**src/rtl/i2s_cfg_ctrl_if.sv**
```systemverilog
`default_nettype none
// ============================================================================
// Module   : i2s_cfg_ctrl_if
// Purpose  : Bundles the configuration request port, the generator control
//            outputs and the WS feedback of the I2S reconfiguration
//            sequencer.
// Modports : slave  - the sequencer (accepts requests, drives the generator)
//            master - the register side / environment driving requests
// Signals  : req_valid_i, req_ready_o, req_en_i, req_pol_i, req_chl_i,
//            req_div_i, ws_i, en_o, pol_o, chl_o, div_o, done_o, timeout_o
// Revision : 1.0 - initial release
// ============================================================================
interface i2s_cfg_ctrl_if #(
  parameter int DIV_WIDTH = 16
) ();

  // Request channel
  logic                 req_valid_i;
  logic                 req_ready_o;
  logic                 req_en_i;
  logic                 req_pol_i;
  logic                 req_chl_i;
  logic [DIV_WIDTH-1:0] req_div_i;

  // Generator feedback
  logic                 ws_i;

  // Generator control
  logic                 en_o;
  logic                 pol_o;
  logic                 chl_o;
  logic [DIV_WIDTH-1:0] div_o;

  // Status pulses
  logic                 done_o;
  logic                 timeout_o;

  modport slave (
    input  req_valid_i,
    input  req_en_i,
    input  req_pol_i,
    input  req_chl_i,
    input  req_div_i,
    input  ws_i,
    output req_ready_o,
    output en_o,
    output pol_o,
    output chl_o,
    output div_o,
    output done_o,
    output timeout_o
  );

  modport master (
    output req_valid_i,
    output req_en_i,
    output req_pol_i,
    output req_chl_i,
    output req_div_i,
    output ws_i,
    input  req_ready_o,
    input  en_o,
    input  pol_o,
    input  chl_o,
    input  div_o,
    input  done_o,
    input  timeout_o
  );

endinterface
`default_nettype wire

```
**src/rtl/i2s_cfg_ctrl.sv**
```systemverilog
`default_nettype none
// ============================================================================
// Module   : i2s_cfg_ctrl
// Purpose  : Reconfiguration sequencer for the I2S clock generator. Accepts
//            new settings over a valid/ready port, waits for a frame
//            boundary when the generator is running, holds the generator
//            disabled for SETTLE_CYC cycles, then loads the new settings.
// Ports    : clk_i - MCLK domain clock
//            rst_i - synchronous active-high reset
//            bus   - i2s_cfg_ctrl_if.slave (request port, generator control,
//                    WS feedback, done/timeout pulses)
// Params   : DIV_WIDTH, DIV_RST, SETTLE_CYC (>=1), TIMEOUT_CYC
// Revision : 1.0 - initial release
// ============================================================================
module i2s_cfg_ctrl #(
  parameter int DIV_WIDTH   = 16,
  parameter int DIV_RST     = 1,
  parameter int SETTLE_CYC  = 4,
  parameter int TIMEOUT_CYC = 65535
) (
  input  logic            clk_i,
  input  logic            rst_i,
  i2s_cfg_ctrl_if.slave   bus
);

  typedef enum logic [1:0] {
    S_IDLE     = 2'd0,
    S_WAIT_FRM = 2'd1,
    S_HOLD     = 2'd2,
    S_APPLY    = 2'd3
  } state_t;

  localparam int c_TO_W = $clog2(TIMEOUT_CYC + 1);
  localparam int c_ST_W = $clog2(SETTLE_CYC + 1);

  localparam logic [c_TO_W-1:0]    c_TO_LAST = c_TO_W'(TIMEOUT_CYC - 1);
  localparam logic [c_ST_W-1:0]    c_ST_LAST = c_ST_W'(SETTLE_CYC - 1);
  localparam logic [DIV_WIDTH-1:0] c_DIV_RST = DIV_WIDTH'(DIV_RST);

  state_t               r_state;
  logic                 r_ws_q;

  // Generator-facing outputs, all registered
  logic                 r_en;
  logic                 r_pol;
  logic                 r_chl;
  logic [DIV_WIDTH-1:0] r_div;
  logic                 r_ready;
  logic                 r_done;
  logic                 r_timeout;

  // Shadow copy of the accepted request
  logic                 r_sh_en;
  logic                 r_sh_pol;
  logic                 r_sh_chl;
  logic [DIV_WIDTH-1:0] r_sh_div;

  logic [c_TO_W-1:0]    r_to_cnt;
  logic [c_ST_W-1:0]    r_st_cnt;

  logic                 w_accept;
  logic                 w_frame_end;
  logic                 w_to_hit;
  logic                 w_settled;

  assign w_accept    = bus.req_valid_i & r_ready;
  // WS was in the second (non-idle) half and has just returned to idle.
  assign w_frame_end = (r_ws_q == ~r_pol) && (bus.ws_i == r_pol);
  assign w_to_hit    = (r_to_cnt == c_TO_LAST);
  assign w_settled   = (r_st_cnt == c_ST_LAST);

  always_ff @(posedge clk_i) begin
    if (rst_i) begin
      r_state   <= S_IDLE;
      r_ws_q    <= 1'b0;
      r_en      <= 1'b0;
      r_pol     <= 1'b0;
      r_chl     <= 1'b0;
      r_div     <= c_DIV_RST;
      r_ready   <= 1'b1;
      r_done    <= 1'b0;
      r_timeout <= 1'b0;
      r_sh_en   <= 1'b0;
      r_sh_pol  <= 1'b0;
      r_sh_chl  <= 1'b0;
      r_sh_div  <= c_DIV_RST;
      r_to_cnt  <= '0;
      r_st_cnt  <= '0;
    end else begin
      r_ws_q    <= bus.ws_i;
      // Status outputs are single-cycle pulses by default.
      r_done    <= 1'b0;
      r_timeout <= 1'b0;

      case (r_state)
        S_IDLE: begin
          if (w_accept) begin
            r_sh_en  <= bus.req_en_i;
            r_sh_pol <= bus.req_pol_i;
            r_sh_chl <= bus.req_chl_i;
            r_sh_div <= bus.req_div_i;
            r_ready  <= 1'b0;
            r_to_cnt <= '0;
            r_st_cnt <= '0;
            // A stopped generator has no frame to finish.
            r_state  <= r_en ? S_WAIT_FRM : S_HOLD;
          end
        end

        S_WAIT_FRM: begin
          // Frame end takes priority over a timeout in the same cycle.
          if (w_frame_end) begin
            r_en     <= 1'b0;
            r_st_cnt <= '0;
            r_state  <= S_HOLD;
          end else if (w_to_hit) begin
            r_en      <= 1'b0;
            r_timeout <= 1'b1;
            r_st_cnt  <= '0;
            r_state   <= S_HOLD;
          end else begin
            // Cannot wrap: the terminal count always leaves this state.
            r_to_cnt <= r_to_cnt + 1'b1;
          end
        end

        S_HOLD: begin
          r_en <= 1'b0;
          if (w_settled) begin
            // The generator is disabled here, so the settings may change
            // without disturbing a frame.
            r_pol   <= r_sh_pol;
            r_chl   <= r_sh_chl;
            r_div   <= r_sh_div;
            r_done  <= 1'b1;
            r_state <= S_APPLY;
          end else begin
            r_st_cnt <= r_st_cnt + 1'b1;
          end
        end

        S_APPLY: begin
          r_en    <= r_sh_en;
          r_ready <= 1'b1;
          r_state <= S_IDLE;
        end

        default: begin
          r_en    <= 1'b0;
          r_ready <= 1'b1;
          r_state <= S_IDLE;
        end
      endcase
    end
  end

  assign bus.req_ready_o = r_ready;
  assign bus.en_o        = r_en;
  assign bus.pol_o       = r_pol;
  assign bus.chl_o       = r_chl;
  assign bus.div_o       = r_div;
  assign bus.done_o      = r_done;
  assign bus.timeout_o   = r_timeout;

endmodule
`default_nettype wire

```
**src/flat_wrapper.sv**
```systemverilog
// flat-port wrapper written by rule: the top's interface ports become plain ports
module i2s_cfg_ctrl_flat 
#(
  parameter int DIV_WIDTH   = 16,
  parameter int DIV_RST     = 1,
  parameter int SETTLE_CYC  = 4,
  parameter int TIMEOUT_CYC = 65535
)
  (clk_i, rst_i, bus_req_valid_i, bus_req_en_i, bus_req_pol_i, bus_req_chl_i, bus_req_div_i, bus_ws_i, bus_req_ready_o, bus_en_o, bus_pol_o, bus_chl_o, bus_div_o, bus_done_o, bus_timeout_o);
  i2s_cfg_ctrl_if #(.DIV_WIDTH(DIV_WIDTH)) bus_i ();
  input  logic clk_i;
  input  logic rst_i;
  input wire logic [$bits(bus_i.req_valid_i)-1:0] bus_req_valid_i;
  input wire logic [$bits(bus_i.req_en_i)-1:0] bus_req_en_i;
  input wire logic [$bits(bus_i.req_pol_i)-1:0] bus_req_pol_i;
  input wire logic [$bits(bus_i.req_chl_i)-1:0] bus_req_chl_i;
  input wire logic [$bits(bus_i.req_div_i)-1:0] bus_req_div_i;
  input wire logic [$bits(bus_i.ws_i)-1:0] bus_ws_i;
  output wire logic [$bits(bus_i.req_ready_o)-1:0] bus_req_ready_o;
  output wire logic [$bits(bus_i.en_o)-1:0] bus_en_o;
  output wire logic [$bits(bus_i.pol_o)-1:0] bus_pol_o;
  output wire logic [$bits(bus_i.chl_o)-1:0] bus_chl_o;
  output wire logic [$bits(bus_i.div_o)-1:0] bus_div_o;
  output wire logic [$bits(bus_i.done_o)-1:0] bus_done_o;
  output wire logic [$bits(bus_i.timeout_o)-1:0] bus_timeout_o;
  assign bus_i.req_valid_i = bus_req_valid_i;
  assign bus_i.req_en_i = bus_req_en_i;
  assign bus_i.req_pol_i = bus_req_pol_i;
  assign bus_i.req_chl_i = bus_req_chl_i;
  assign bus_i.req_div_i = bus_req_div_i;
  assign bus_i.ws_i = bus_ws_i;
  assign bus_req_ready_o = bus_i.req_ready_o;
  assign bus_en_o = bus_i.en_o;
  assign bus_pol_o = bus_i.pol_o;
  assign bus_chl_o = bus_i.chl_o;
  assign bus_div_o = bus_i.div_o;
  assign bus_done_o = bus_i.done_o;
  assign bus_timeout_o = bus_i.timeout_o;
  i2s_cfg_ctrl #(.DIV_WIDTH(DIV_WIDTH), .DIV_RST(DIV_RST), .SETTLE_CYC(SETTLE_CYC), .TIMEOUT_CYC(TIMEOUT_CYC)) u_core (.clk_i(clk_i), .rst_i(rst_i), .bus(bus_i));
endmodule
```
**config.mk**
```make
export PLATFORM = sky130hd
export DESIGN_NAME = i2s_cfg_ctrl_flat
export DESIGN_NICKNAME = d
export VERILOG_FILES = /design/src/rtl/i2s_cfg_ctrl_if.sv /design/src/rtl/i2s_cfg_ctrl.sv /design/src/flat_wrapper.sv
export SDC_FILE = /design/constraint.sdc
export NUM_CORES = 1
export LEC_CHECK = 0
export CAP_MARGIN = 10
export CORE_MARGIN = 3
export CORE_UTILIZATION = 55
export DETAILED_ROUTE_END_ITERATION = 10
export GPL_ROUTABILITY_DRIVEN = 0
export PLACE_DENSITY = 0.82
export SYNTH_ARGS = -nofsm -noshare
export SYNTH_HDL_FRONTEND = slang
export SYNTH_SLANG_ARGS = --single-unit
```
**constraint.sdc**
```tcl
create_clock -name clk_i -period 4.6 [get_ports clk_i]
set_input_delay 1.38 -clock clk_i [delete_from_list [all_inputs] [get_ports clk_i]]
set_output_delay 1.38 -clock clk_i [all_outputs]
set_load 0.1 [all_outputs]
```
==> impl_metrics.csv, run 1 <==
group,metric,value,unit
run_status,status,"complete, no violations",
routing,drtIter0Drc,279,
timing,fin_tns_setup,0,ns
floorplanning,die_h,77.4,um
final_layout,antenna-diode-count,0,
timing,setup_slack,1.32,ns
routing,drc,0,
critical_path,crit_buf_inv,1,
final_layout,area_growth,22.7,%
yosys,synth_area,0.00280,mm2
floorplanning,initial_core_util,58.2,%
timing,layout_min_cycle_time,3.28,ns
global_routing,grt_max_degree,55,
yosys,synth-seq-area-share,45.0,%
final_layout,utilization,71.4,%
yosys,ys_types,47,
yosys,syn_avg_cell_area,8.17,um2
timing,fin_crit_sh,71.2,%
global_routing,grt_pass1_wl,10800,um
critical_path,crit_type,"reg -> out",
routing,finalWirelength,6500,um
place,dpl.hpwl,4290,um
timing,whs,0.453,ns
power_and_ir_drop,leakage,1.18,nW
place,io_buffers,44,
critical_path,start_kind,"flip-flop",
global_routing,antenna_found_initial,0,
clock_tree,tritoncts,"built",
critical_path,cp-end-kind,"output port",
timing,rsz0062_at_grt,"false",
clock_tree,h-tree-depth,3,
power_and_ir_drop,p_per_area,431,mW/mm2
floorplanning,dieWidth,77.4,um
timing,hold_viol,0,
routing,viasPerCell,5.79,
critical_path,cp_slowest_stage_delay,1.16,ns
critical_path,cp.required,3.22,ns
power_and_ir_drop,peakVddDrop,0.270,mV
routing,final_antenna_net_count,0,
final_layout,mostFrequentLayoutCells,"nand2_1, dfxtp_1, clkdlybuf4s50_1",
timing,skew,0.00609,ns
place,place_ws,1.32,ns
yosys,syn-num-nets,375,
yosys,yosysWarnings,0,
clock_tree,ctsHoldBuffers,0,
clock_tree,postCtsSetupBuffers,0,
clock_tree,cts.repair.resized,0,
yosys,synth_fa_ha_area_share,4.02,%
global_routing,grt_use_total,22.5,%
final_layout,nNetsFinal,412,
critical_path,crit_family,"buffers and inverters",
clock_tree,clkTransAtPathRegs,0.07,ns
timing,drv_slew,0,
critical_path,cp_slowest_cell,"clkdlybuf4s50_1",
routing,drtPass1Iterations,5,
critical_path,worstPathArrival,1.90,ns
timing,worst_pin_slew,0.997,ns
final_layout,drive_gt1_share,8.83,%
clock_tree,clock_tree.buffer_depth,2,
clock_tree,root_buffer,"clkbuf_8",
yosys,synth_xor_area_share,0,%
routing,wl_per_cell,14.4,um
final_layout,final_cells,452,
timing,setup_viol,0,
global_routing,first_global_vias,2398,
routing,num_vias,2618,
floorplanning,boundaryPins,45,
yosys,synth_edf_count,0,
timing,max_slew_margin,33.3,%
yosys,async_flop_share,0,%
final_layout,final_area,0.00344,mm2
yosys,ys_seq_elements,63,
critical_path,worstPathCellList,"clkdlybuf4s50_1",
power_and_ir_drop,total_power,1.48,mW
yosys,synth-compound-area-share,20.5,%
yosys,synth_top_family_by_area,"simple AND/OR/NAND/NOR gates",
floorplanning,row_count,25,
yosys,synthMuxAreaShare,0.714,%
critical_path,crit_fanout,4,
global_routing,globalRoute.totalOverflow,0,
floorplanning,core_area,0.00482,mm2
floorplanning,die_area,0.00599,mm2
yosys,synthFlopType,"dfxtp_1",
yosys,synth-simple-area-share,24.2,%
place,dp.cells,436,
yosys,netlist_instances,343,
run,drv_cap,0,
clock_tree,clock_sinks,63,
clock_tree,cts_made_buffers,9,
final_layout,mostFrequentLayoutCell,"nand2_1",
place,postPlaceCellArea,0.00322,mm2
worst_hold_path,hold_class,"reg -> reg",
clock_tree,clock_latency,0.34,ns
timing,max_freq,305,MHz
==> cells by family (layout without fill, tap and decap cells) <==
kind of cell / after synthesis / after routing
multiplexers: 2 / 2
AO/OA/AOI/OAI: 92 / 92
flip-flops: 63 / 63
buffers and inverters: 30 / 72
adder cells (fa/ha/maj): 9 / 9
AND/OR/NAND/NOR: 147 / 147
==> flip-flops by register name, indices dropped and copies added (netlist names) <==
signal                  cells
u_core.bus.req_ready_o      1
u_core.r_to_cnt            16
u_core.bus.done_o           1
u_core.bus.chl_o            1
u_core.r_sh_chl             1
u_core.bus.pol_o            1
u_core.r_st_cnt             3
u_core.bus.div_o           16
u_core.r_sh_en              1
u_core.r_state              2
u_core.r_ws_q               1
u_core.r_sh_div            16
u_core.bus.timeout_o        1
u_core.bus.en_o             1
u_core.r_sh_pol             1
==> per-layer routing <==
layer / track usage (%) / share of wire [%] / vias up
met5: 0 / 0 / -
met4: 12.3 / 2.3 / 0
met3: 4.76 / 7.4 / 18
met2: 36.8 / 47 / 107
met1: 27.6 / 43 / 1215
li1: - / - / 1278
==> power breakdown <==
group / switching, mW / internal (mW)
sequential: 0.0281 / 0.591
clock: 0.226 / 0.305
combinational: 0.216 / 0.116
==> cell usage after synthesis, types with 5 or more instances <==
cell       n  area, um2
o211ai_1   5       37.5
clkbuf_1  14       52.6
o21ai_1    5       25.0
inv_1     10       37.5
nor2_1     9       33.8
nand4_1    6       37.5
o21ai_0   12       60.1
nand3_1   14       70.1
dfxtp_1   63       1260
a21oi_1   42        210
ha_1       9        113
a31oi_1    8       50.1
nand2_1   89        334
==> path summary, 6_finish.rpt <==
| kind | end | cells past startpoint | slack [ns] | startpoint |
|---|---|---|---|---|
| max reg2reg | u_core.r_to_cnt[4] | 6 | 2.33 | u_core.r_state[1] |
| min reg2reg | u_core.bus.div_o[5] | 2 | 0.45 | u_core.bus.div_o[5] |
| min | u_core.bus.div_o[5] | 2 | 0.45 | u_core.bus.div_o[5] |
| max | bus_en_o | 1 | 1.32 | u_core.bus.en_o |
==> cell type report <==
| cell class | count | area, um2 |
|---|---|---|
| multi-input cells | 250 | 1390 |
| well taps | 67 | 83.8 |
| clock inverters | 7 | 97.6 |
| fillers | 391 | 1380 |
| flip-flops and latches | 63 | 1260 |
| repair buffers | 46 | 450 |
| inverters | 10 | 37.5 |
| clock buffers | 9 | 124 |
Note: power is estimated with default switching activity, not from simulation.
==> run 2: changes to the inputs <==
CORE_UTILIZATION = 48   (was 55)
PLACE_DENSITY = 0.76   (was 0.82)
clock period = 2.95 ns   (was 4.6 ns; I/O delays follow)
==> run 2 against run 1 <==
Via count decreased by 1.3%. Critical path depth is 5 higher. Count of clock-buffer cells in the layout is 4 higher. Utilization shrank 10 points. Worst hold slack about the same. Design area is 0.47% lower. Global-route usage shrank 1.1 points.
==> impl_metrics.csv, run 2 (synthesis results as in run 1) <==
group,metric,value,unit
run_status,status,"complete, no violations",
global_routing,antenna_found_initial,0,
timing,hold_viol,0,
timing,fin_tns_setup,0,ns
run,drv_cap,0,
clock_tree,clock_sinks,63,
clock_tree,cts.repair.resized,0,
timing,rsz0062_at_grt,"false",
global_routing,grt_max_degree,55,
critical_path,cp.required,3.21,ns
floorplanning,dieWidth,82.4,um
clock_tree,postCtsSetupBuffers,0,
place,postPlaceCellArea,0.00320,mm2
routing,final_antenna_net_count,0,
floorplanning,die_area,0.00679,mm2
global_routing,globalRoute.totalOverflow,0,
timing,skew,0.00679,ns
final_layout,final_area,0.00342,mm2
timing,setup_viol,0,
routing,drtPass1Iterations,4,
critical_path,start_kind,"input port",
place,io_buffers,44,
power_and_ir_drop,peakVddDrop,0.463,mV
floorplanning,die_h,82.4,um
timing,max_freq,409,MHz
timing,fin_crit_sh,82.8,%
routing,dr_wl_met2,3200,um
routing,finalWirelength,6610,um
routing,wl_met1,2890,um
timing,drv_slew,0,
global_routing,grt_pass1_wl,10800,um
clock_tree,clock_tree.buffer_depth,2,
clock_tree,ctsHoldBuffers,0,
clock_tree,tritoncts,"built",
floorplanning,initial_core_util,50.3,%
final_layout,area_growth,22.1,%
final_layout,antenna-diode-count,0,
routing,drc,0,
routing,viasPerCell,5.61,
floorplanning,core_area,0.00557,mm2
timing,worst_pin_slew,0.715,ns
critical_path,crit_type,"in -> reg",
routing,maxUsedRoutingLayer,"met4",
clock_tree,h-tree-depth,3,
worst_hold_path,hold_class,"reg -> reg",
critical_path,crit_fanout,13,
critical_path,cp-end-kind,"flip-flop",
final_layout,mostFrequentLayoutCells,"nand2_1, dfxtp_1, a21oi_1",
final_layout,nNetsFinal,416,
power_and_ir_drop,leakage,1.25,nW
floorplanning,row_count,27,
routing,num_vias,2584,
global_routing,grt_use_total,21.3,%
clock_tree,root_buffer,"clkbuf_8",
routing,wl_per_cell,14.3,um
timing,layout_min_cycle_time,2.44,ns
routing,drtIter0Drc,198,
place,dpl.hpwl,4510,um
critical_path,worstPathArrival,2.70,ns
floorplanning,boundaryPins,45,
clock_tree,clkTransAtPathRegs,0.07,ns
final_layout,mostFrequentLayoutCell,"nand2_1",
final_layout,drive_gt1_share,14.9,%
clock_tree,clock_latency,0.35,ns
power_and_ir_drop,p_per_area,686,mW/mm2
routing,wl_met3,360,um
timing,max_slew_margin,52.4,%
global_routing,first_global_vias,2382,
clock_tree,cts_made_buffers,9,
[run 2: cell count changes in the layout (fill, tap and decap cells not counted), sizes merged]
cell           change
clkdlybuf4s50     -22
clkbuf             +4
clkinvlp           -2
buf               +26
clkinv             -2
[run 2: worst max-delay path, stage by stage]
cell and delay (ns):
clkdlybuf4s50_1 0.43, or3b_1 0.42, o2111a_2 0.23, nand2_2 0.25
nand2_2 0.18, a311oi_2 0.30
[run 2: path summary, 6_finish.rpt]
kind	from	end	slack, ns	cells past startpoint
min	u_core.r_sh_div[7]	u_core.bus.div_o[7]	0.45	2
min reg2reg	u_core.r_sh_div[7]	u_core.bus.div_o[7]	0.45	2
max	bus_ws_i	u_core.r_to_cnt[10]	0.51	6
max reg2reg	u_core.r_state[0]	u_core.r_to_cnt[11]	0.84	7
[run 2: per-stage QoR]
| step | util, % | cells | total power, mW | setup slack (ns) | hold WS (ns) |
|---|---|---|---|---|---|
| 2_1_floorplan | - | 343 | 1.38 | 0.754 | 0.429 |
| 3_3_place_gp | 57.4 | 445 | 1.50 | 0.269 | 0.435 |
| 3_5_place_dp | 57.4 | 445 | 1.52 | 0.182 | 0.446 |
| 4_1_cts | 61.4 | 461 | 2.36 | 0.533 | 0.455 |
| 5_1_grt | 61.4 | 461 | 2.47 | 0.440 | 0.463 |
| 6_report | 61.4 | 461 | 2.35 | 0.507 | 0.452 |
[run 2: metal layers]
layer  track usage [%]  vias up
li1                  -     1295
met2              33.3       65
met4              12.8        0
met3              6.40       16
met5                 0        -
met1              25.7     1208
[run 2: cell type report]
cell class / count / area (um2)
Fill cell: 482 / 2150
Multi-Input combinational cell: 250 / 1390
Sequential cell: 63 / 1260
Timing Repair Buffer: 50 / 425
Clock buffer: 13 / 159
Tap cell: 72 / 90.1
Clock inverter: 3 / 65.1
Inverter: 10 / 37.5
[run 2: where the power goes]
part	leakage, nW	internal (mW)	total, mW	switching, mW
logic	0.626	0.193	0.540	0.347
registers	0.511	0.921	0.963	0.0420
clock network	0.114	0.521	0.847	0.326
==> run 3: changes to the inputs <==
clock period = 2.2 ns   (was 2.95 ns; I/O delays follow)
==> run 3 against run 2 <==
Sequential share of layout area down 1.4 points. Via count up 2.0%. Design area grew 4.1%. Final cell count rose by 3.0%. Critical path depth is the same. Critical path type unchanged. Highest routed layer unchanged.
==> impl_metrics.csv, run 3 (synthesis results as in run 1) <==
group,metric,value,unit
power_and_ir_drop,clockPowerShare,32.4,%
run,drv_cap,0,
timing,rsz0062_at_grt,"false",
timing,worst_pin_slew,0.442,ns
place,dp.cells,459,
global_routing,grt_pass1_wl,11200,um
critical_path,crit_type,"in -> reg",
power_and_ir_drop,p_comb_share,26.1,%
floorplanning,die_h,82.4,um
timing,layout_min_cycle_time,2.06,ns
clock_tree,ctsHoldBuffers,0,
critical_path,crit_fanout,11,
place,dpl.hpwl,4490,um
critical_path,worstPathArrival,2.32,ns
floorplanning,initial_core_util,50.3,%
global_routing,first_global_vias,2434,
clock_tree,cts_made_buffers,9,
floorplanning,dieWidth,82.4,um
critical_path,cp-end-kind,"flip-flop",
global_routing,globalRoute.totalOverflow,0,
power_and_ir_drop,sw_frac_of_total,32.6,%
floorplanning,boundaryPins,45,
global_routing,grt_max_degree,55,
clock_tree,clock_sinks,63,
timing,hold_viol,0,
power_and_ir_drop,leakage,1.32,nW
final_layout,fill_cells,488,
timing,fin_tns_setup,0,ns
clock_tree,root_buffer,"clkbuf_8",
timing,max_slew_margin,70.3,%
critical_path,start_kind,"input port",
floorplanning,core_area,0.00557,mm2
final_layout,mostFrequentLayoutCell,"nand2_1",
clock_tree,clock_tree.buffer_depth,2,
routing,viasPerCell,5.55,
clock_tree,tritoncts,"built",
power_and_ir_drop,intPower,2.10,mW
final_layout,nNetsFinal,430,
power_and_ir_drop,peakVddDrop,0.541,mV
timing,skew,0.00475,ns
power_and_ir_drop,total_power,3.12,mW
final_layout,antenna-diode-count,0,
power_and_ir_drop,p_per_area,874,mW/mm2
final_layout,area_growth,27.1,%
power_and_ir_drop,p_sw,1.02,mW
clock_tree,clock_latency,0.35,ns
timing,fin_crit_sh,93.6,%
final_layout,mostFrequentLayoutCells,"nand2_1, dfxtp_1, a21oi_1",
final_layout,seqCellArea,0.00126,mm2
critical_path,cp.required,2.46,ns
clock_tree,postCtsSetupBuffers,0,
run_status,status,"complete, no violations",
timing,drv_slew,0,
clock_tree,clkTransAtPathRegs,0.08,ns
routing,final_antenna_net_count,0,
clock_tree,h-tree-depth,3,
timing,setup_viol,0,
power_and_ir_drop,pwr-share-seq,41.6,%
final_layout,drive_gt1_share,18.4,%
final_layout,final_cells,475,
routing,drtIter0Drc,237,
routing,drc,0,
routing,finalWirelength,6730,um
global_routing,antenna_found_initial,0,
timing,max_freq,486,MHz
clock_tree,cts.repair.resized,0,
routing,drtPass1Iterations,4,
global_routing,grt_use_total,21.6,%
final_layout,multi_input_area,0.00139,mm2
worst_hold_path,hold_class,"reg -> reg",
floorplanning,die_area,0.00679,mm2
routing,wl_per_cell,14.2,um
place,io_buffers,44,
floorplanning,row_count,27,
routing,num_vias,2636,
==> run 3: cell count changes in the layout (fill, tap and decap cells not counted), sizes merged <==
cell and delta:
clkbuf -4, clkinv +2, inv +1, clkinvlp +2, buf +14, bufinv -1
==> run 3: worst paths after layout <==
path | from | to | cells after the start | slack (ns)
max | bus_ws_i | u_core.r_to_cnt[10] | 6 | 0.14
min | u_core.r_sh_div[2] | u_core.bus.div_o[2] | 2 | 0.45
max reg2reg | u_core.r_state[0] | u_core.r_to_cnt[11] | 7 | 0.15
min reg2reg | u_core.r_sh_div[2] | u_core.bus.div_o[2] | 2 | 0.45
==> run 3: area by class of cell <==
| cell class | count | area share (%) |
|---|---|---|
| clock buffers | 9 | 3.47 |
| flip-flops and latches | 63 | 35.4 |
| inverters | 10 | 1.05 |
| multi-input cells | 250 | 38.9 |
| clock inverters | 7 | 2.04 |
| well taps | 72 | 2.53 |
| repair buffers | 64 | 16.6 |
==> run 3: metrics by stage <==
step	area [um2]	setup slack, ns	util [%]	hold WS [ns]
CTS	3560	0.141	64.0	0.451
finish	3560	0.141	64.0	0.449
floorplan	2800	0.00433	-	0.429
detailed placement	3370	-0.200	60.4	0.444
global route	3560	0.0209	64.0	0.463
global placement	3370	-0.160	60.4	0.436
==> run 3: layer usage <==
layer	vias up	track usage (%)	wire, um	part of all wire, %
met5	-	0	0	0
met3	9	4.01	356	5.3
li1	1312	-	-	-
met1	1242	27.6	2940	44
met4	0	11.1	94	1.4
met2	73	34.5	3340	50
==> run 3: worst max-delay path: stages <==
cell	delay, ns
clkdlybuf4s50_1	0.41
or3b_1	0.37
o2111a_2	0.21
nand2_2	0.21
nand2_2	0.17
a311oi_2	0.29
==> run 3: power groups by stage <==
stage / logic, mW / registers, mW / clock network (mW)
2_1_floorplan: 0.500 / 1.34 / 0
3_3_place_gp: 0.789 / 1.31 / 0
3_5_place_dp: 0.807 / 1.32 / 0
4_1_cts: 0.816 / 1.30 / 1.01
5_1_grt: 0.905 / 1.31 / 1.07
6_report: 0.812 / 1.29 / 1.01
